File: src/rtl/serial_demux_param.sv
// Serial-to-N-channel demultiplexer: decodes start/address/length/payload/parity
// frames from a clkEn-paced serial line and routes payload bits to one channel.
module serial_demux_param #(
    parameter int unsigned N_CH      = 4,
    parameter int unsigned LEN_W     = 4,
    parameter int unsigned PARITY_EN = 0
) (
    input  logic              clk,
    input  logic              rst,
    input  logic              clkEn,
    input  logic              SerIn,
    input  logic [N_CH-1:0]   ch_mask,
    output logic [N_CH-1:0]   ch_out,
    output logic [N_CH-1:0]   ch_valid,
    output logic              SerOutValid,
    output logic              drop,
    output logic              Done,
    output logic              parity_err,
    output logic              busy,
    output logic [LEN_W-1:0]  rem_cnt
);

    localparam int unsigned ADDR_W  = $clog2(N_CH);
    localparam int unsigned CNT_MAX = (ADDR_W > LEN_W) ? ADDR_W : LEN_W;
    localparam int unsigned CNT_W   = $clog2(CNT_MAX + 1);

    typedef enum logic [2:0] {
        S_IDLE,
        S_ADDR,
        S_LEN,
        S_DATA,
        S_PAR,
        S_DONE
    } state_t;

    state_t              state_q, state_d;
    logic [ADDR_W-1:0]   addr_q, addr_d;
    logic [LEN_W-1:0]    len_q, len_d;
    logic [CNT_W-1:0]    cnt_q, cnt_d;
    logic [LEN_W-1:0]    rem_q, rem_d;
    logic                par_q, par_d;
    logic                perr_q, perr_d;
    logic [N_CH-1:0]     ch_out_q, ch_out_d;
    logic [N_CH-1:0]     ch_valid_q, ch_valid_d;
    logic                sov_q, sov_d;
    logic                drop_q, drop_d;
    logic                done_q, done_d;
    logic                busy_q, busy_d;

    // State and output registers; every register advances only on a clkEn step
    always_ff @(posedge clk or posedge rst) begin
        if (rst) begin
            state_q    <= S_IDLE;
            addr_q     <= '0;
            len_q      <= '0;
            cnt_q      <= '0;
            rem_q      <= '0;
            par_q      <= 1'b0;
            perr_q     <= 1'b0;
            ch_out_q   <= '0;
            ch_valid_q <= '0;
            sov_q      <= 1'b0;
            drop_q     <= 1'b0;
            done_q     <= 1'b0;
            busy_q     <= 1'b0;
        end else if (clkEn) begin
            state_q    <= state_d;
            addr_q     <= addr_d;
            len_q      <= len_d;
            cnt_q      <= cnt_d;
            rem_q      <= rem_d;
            par_q      <= par_d;
            perr_q     <= perr_d;
            ch_out_q   <= ch_out_d;
            ch_valid_q <= ch_valid_d;
            sov_q      <= sov_d;
            drop_q     <= drop_d;
            done_q     <= done_d;
            busy_q     <= busy_d;
        end
    end

    // Next-state and next-output values for one step
    always_comb begin
        state_d    = state_q;
        addr_d     = addr_q;
        len_d      = len_q;
        cnt_d      = cnt_q;
        rem_d      = rem_q;
        par_d      = par_q;
        perr_d     = perr_q;
        ch_out_d   = '0;
        ch_valid_d = '0;
        sov_d      = 1'b0;
        drop_d     = 1'b0;
        done_d     = 1'b0;
        busy_d     = 1'b0;

        case (state_q)
            S_IDLE: begin
                if (!SerIn) begin
                    state_d = S_ADDR;
                    cnt_d   = '0;
                    par_d   = 1'b0;
                    perr_d  = 1'b0;
                end
            end
            S_ADDR: begin
                addr_d = ADDR_W'({addr_q, SerIn});
                if (cnt_q == CNT_W'(ADDR_W - 1)) begin
                    cnt_d   = '0;
                    state_d = S_LEN;
                end else begin
                    cnt_d = cnt_q + CNT_W'(1);
                end
            end
            S_LEN: begin
                len_d = LEN_W'({len_q, SerIn});
                if (cnt_q == CNT_W'(LEN_W - 1)) begin
                    cnt_d = '0;
                    rem_d = len_d;
                    if (len_d != '0) begin
                        state_d = S_DATA;
                    end else if (PARITY_EN != 0) begin
                        state_d = S_PAR;
                    end else begin
                        state_d = S_DONE;
                    end
                end else begin
                    cnt_d = cnt_q + CNT_W'(1);
                end
            end
            S_DATA: begin
                par_d = par_q ^ SerIn;
                rem_d = rem_q - LEN_W'(1);
                if (ch_mask[addr_q]) begin
                    ch_valid_d = N_CH'(1) << addr_q;
                    ch_out_d   = N_CH'(SerIn) << addr_q;
                end else begin
                    drop_d = 1'b1;
                end
                if (rem_q == LEN_W'(1)) begin
                    state_d = (PARITY_EN != 0) ? S_PAR : S_DONE;
                end
            end
            S_PAR: begin
                perr_d  = par_q ^ SerIn;
                state_d = S_DONE;
            end
            S_DONE: begin
                state_d = S_IDLE;
            end
            default: begin
                state_d = S_IDLE;
            end
        endcase

        // Done is raised by the step taken in DONE, so it follows the last payload bit
        done_d = (state_q == S_DONE);
        busy_d = (state_d != S_IDLE);
        sov_d  = |ch_valid_d;
    end

    assign ch_out      = ch_out_q;
    assign ch_valid    = ch_valid_q;
    assign SerOutValid = sov_q;
    assign drop        = drop_q;
    assign Done        = done_q;
    assign parity_err  = perr_q;
    assign busy        = busy_q;
    assign rem_cnt     = rem_q;

endmodule

File: config.mk
export PLATFORM = sky130hd
export DESIGN_NAME = serial_demux_param
export DESIGN_NICKNAME = d
export VERILOG_FILES = /design/src/rtl/serial_demux_param.sv
export SDC_FILE = /design/constraint.sdc
export NUM_CORES = 1
export LEC_CHECK = 0
export ABC_CLOCK_PERIOD_IN_PS = 1800
export CORE_MARGIN = 4
export CORE_UTILIZATION = 45
export CTS_CLUSTER_SIZE = 24
export DETAILED_ROUTE_END_ITERATION = 7
export HOLD_SLACK_MARGIN = 0.12
export PLACE_DENSITY = 0.68
export SLEW_MARGIN = 10
export SYNTH_ARGS = -nofsm -noshare
export SYNTH_HDL_FRONTEND = slang
export SYNTH_SLANG_ARGS = --single-unit
File: constraint.sdc
create_clock -name clk -period 1.8 [get_ports clk]
set_input_delay 0.45 -clock clk [delete_from_list [all_inputs] [get_ports clk]]
set_output_delay 0.45 -clock clk [all_outputs]
set_load 0.01 [all_outputs]
==> results.yml <==
outcome:
  outcome: "complete, no violations"
critical_path:
  path_cells: "ha_1, ha_1, nor2_1, nand3b_1, buf_4, a21oi_1, o22a_1"
  critical_path.reg2reg.endpoint: "rem_cnt[3]"
  cp_max_fo: 5
  path_class: "flop to flop"
  rr_worst_depth: 7
  worstSetupStartpointType: "flop"
  slowest_delay_ps: 410
  critPathMostFrequentCell: "ha_1"
  worstPathRequired_ps: 2020
  crit_arrival_ps: 1910
  cp-end-kind: "flop"
  timing.rr.start: "cnt_q[0]"
  slowest_stage: "dfrtp_1"
  reg2reg_slack_ps: 110
die:
  coreArea_um2: 3340
  die_area_um2: 4460
  initial_core_util: 0.466
  rows: 21
  pin_count: 25
  die_h_um: 66.8
  die_x_um: 66.8
synth:
  synthFlopType: "dfrtp_1"
  yosys_warnings: 0
  avgSynthCellArea_um2: 10.2
  synthArstFlopShare: 1.00
  postSynthCellCount: 153
  synth_edf_count: 0
  syn_area_um2: 1560
  synth_seq_cells: 29
  syn_nets: 168
  synth-seq-area-share: 0.467
  synth_cell_types: 42
clock_tree:
  clk_latency_ps: 330
  tritoncts: "yes"
  clkTransAtPathRegs_ps: 90
  cts_made_buffers: 5
  clockBufferDepth: 2
  clock-root-buffer: "clkbuf_4"
  htreeDepth: 2
  clock_sinks: 29
power:
  p_per_area_nw_per_um2: 1470
  p_leak_nw: 0.880
  ir_drop_uv: 760
routing:
  ant_nets: 0
  routedWlPerCell_um: 13.8
  first_pass_iters: 4
  avgViaCountPerCell: 5.23
  first_iter_violations: 61
  drcViolationCount: 0
  dr_total_vias: 1240
  drt_wl_total_um: 3270
final_layout:
  final_common_cell: "dfrtp_1"
  drive_gt1_frac: 0.178
  layout_common_cells: "dfrtp_1 (28), clkdlybuf4s50_1 (22), inv_1 (21)"
  area_growth_pct: 28.1
  antennaDiodeCount: 0
  layout.nets: 206
global_routing:
  grt_pass1_wl_um: 5620
  grt_max_degree: 30
  grt.busiest_layer: "met2"
  grt_antenna_before_repair: 0
  use_met2: 0.259
  grt_pass1_vias: 1255
  grtUsageMet1: 0.222
  grt_util_met3: 0.0573
  grt_overflow: 0
  grt_use_total: 0.173
place:
  pre_cts_ws_ps: -109
  portBuffers: 24
  place_congestion: 0.909
  dpl.hpwl_um: 2500
sta:
  min_period_over_period: 0.941
  worst_pin_slew_ps: 362
  finalCriticalPeriod_ps: 1690
  report.final.slew_viol_count: 0
  finalWorstSetupSlack_ps: 106
  skew_ps: 8.25
  finalSetupViolCount: 0
  hold_viol: 0
  fin_tns_setup_ps: 0
  slew_headroom: 0.759
  rsz0062_at_grt: "false"
  fmax_mhz: 590
min_path:
  hold_class: "primary input to async pin"
flow_run:
  cap_violations: 0
[cells in the mapped netlist, types with 2 or more instances]
library cell | instances | area [um2]
mux2_2 | 7 | 78.8
nand3b_1 | 2 | 15.0
nor2b_1 | 2 | 12.5
o22a_1 | 2 | 17.5
nand3_1 | 2 | 10.0
nor2_1 | 6 | 22.5
o21ai_0 | 6 | 30.0
nand2_1 | 6 | 22.5
nand4_1 | 2 | 12.5
a21o_1 | 2 | 15.0
clkbuf_1 | 2 | 7.51
ha_1 | 7 | 87.6
a21oi_1 | 4 | 20.0
o21a_1 | 2 | 15.0
nand2b_1 | 5 | 31.3
o32ai_1 | 5 | 43.8
buf_2 | 3 | 15.0
a31oi_1 | 3 | 18.8
o22ai_1 | 8 | 50.1
dfrtp_1 | 29 | 726
nor3b_1 | 2 | 15.0
buf_4 | 2 | 15.0
inv_1 | 21 | 78.8
nor3_1 | 3 | 15.0
and2_1 | 2 | 12.5
or3_1 | 2 | 12.5
[per-layer routing]
metal,up-vias,wire length [um]
met2,22,1540
li1,615,-
met3,7,126
met4,0,78
met5,-,0
met1,596,1530
[how the worst max path moves through the flow]
stage                       endpoint       start  slack [ps]  cells after the start
final                     rem_cnt[3]    cnt_q[0]         110                      7
after global routing            busy    cnt_q[1]          20                      6
after CTS                 rem_cnt[3]  rem_cnt[3]          30                      1
after detailed placement    len_q[0]       clkEn        -110                      4
after global placement      len_q[2]       clkEn         -50                      4
after floorplan                 busy  rem_cnt[1]         230                      6
[registers in the layout, summed over array words and instances (netlist names)]
register / cells
state_q: 3
len_q: 3
busy: 1
addr_q: 2
par_q: 1
cnt_q: 3
Done: 1
ch_valid: 4
parity_err: 1
rem_cnt: 4
drop: 1
SerOutValid: 1
ch_out: 4
[kinds of logic (layout without fill, tap and decap cells)]
| logic type | count (synthesis) | after routing | share of synthesized area |
|---|---|---|---|
| DFF | 29 | 29 | 0.467 |
| buffers and inverters | 29 | 67 | 0.0821 |
| xor gates and xnor gates | 1 | 1 | 0.00563 |
| and+or+nand+nor | 39 | 39 | 0.146 |
| adders and majority gates | 7 | 7 | 0.0563 |
| muxes | 8 | 8 | 0.0652 |
| AOI/OAI and AO/OA | 40 | 40 | 0.179 |
[power by group]
part	switching [mW]	internal, mW
combinational	0.610	0.710
sequential	0.234	0.868
clock	0.218	0.282
[cell type report]
class                           instances  area [um2]
Clock inverter                          2        35.0
Fill cell                             310        1350
Tap cell                               46        57.6
Timing Repair Buffer                   39         354
Multi-Input combinational cell         95         702
Clock buffer                            5        37.5
Sequential cell                        29         727
Inverter                               21        78.8
[critical path, delay by kind of cell (launching register included)]
family | cells | cell delay (ps)
flops | 1 | 410
compound gates | 2 | 210
buf+inv | 1 | 160
fa+ha+maj | 2 | 450
simple gates | 2 | 360
[timing repair]
item / CTS / global route
endpoints found under the setup margin: 2 / 3
hold buffers: 0 / 0
setup buffers: 0 / 2
hold endpoints to repair: 0 / 0
resized for setup: 2 / 1
[per-stage QoR]
stage                     instance area [um2]  hold slack (ps)  std cells   util  power [mW]
after global routing                     1990              507        237  0.597        3.19
after global placement                   1900              503        228  0.570        2.37
final                                    1990              477        237  0.597        2.92
after CTS                                1970              488        235  0.592        2.92
after detailed placement                 1900              502        228  0.570        2.42
after floorplan                          1560              505        153      -        1.95
No activity file was read; power rests on OpenSTA's default activity.
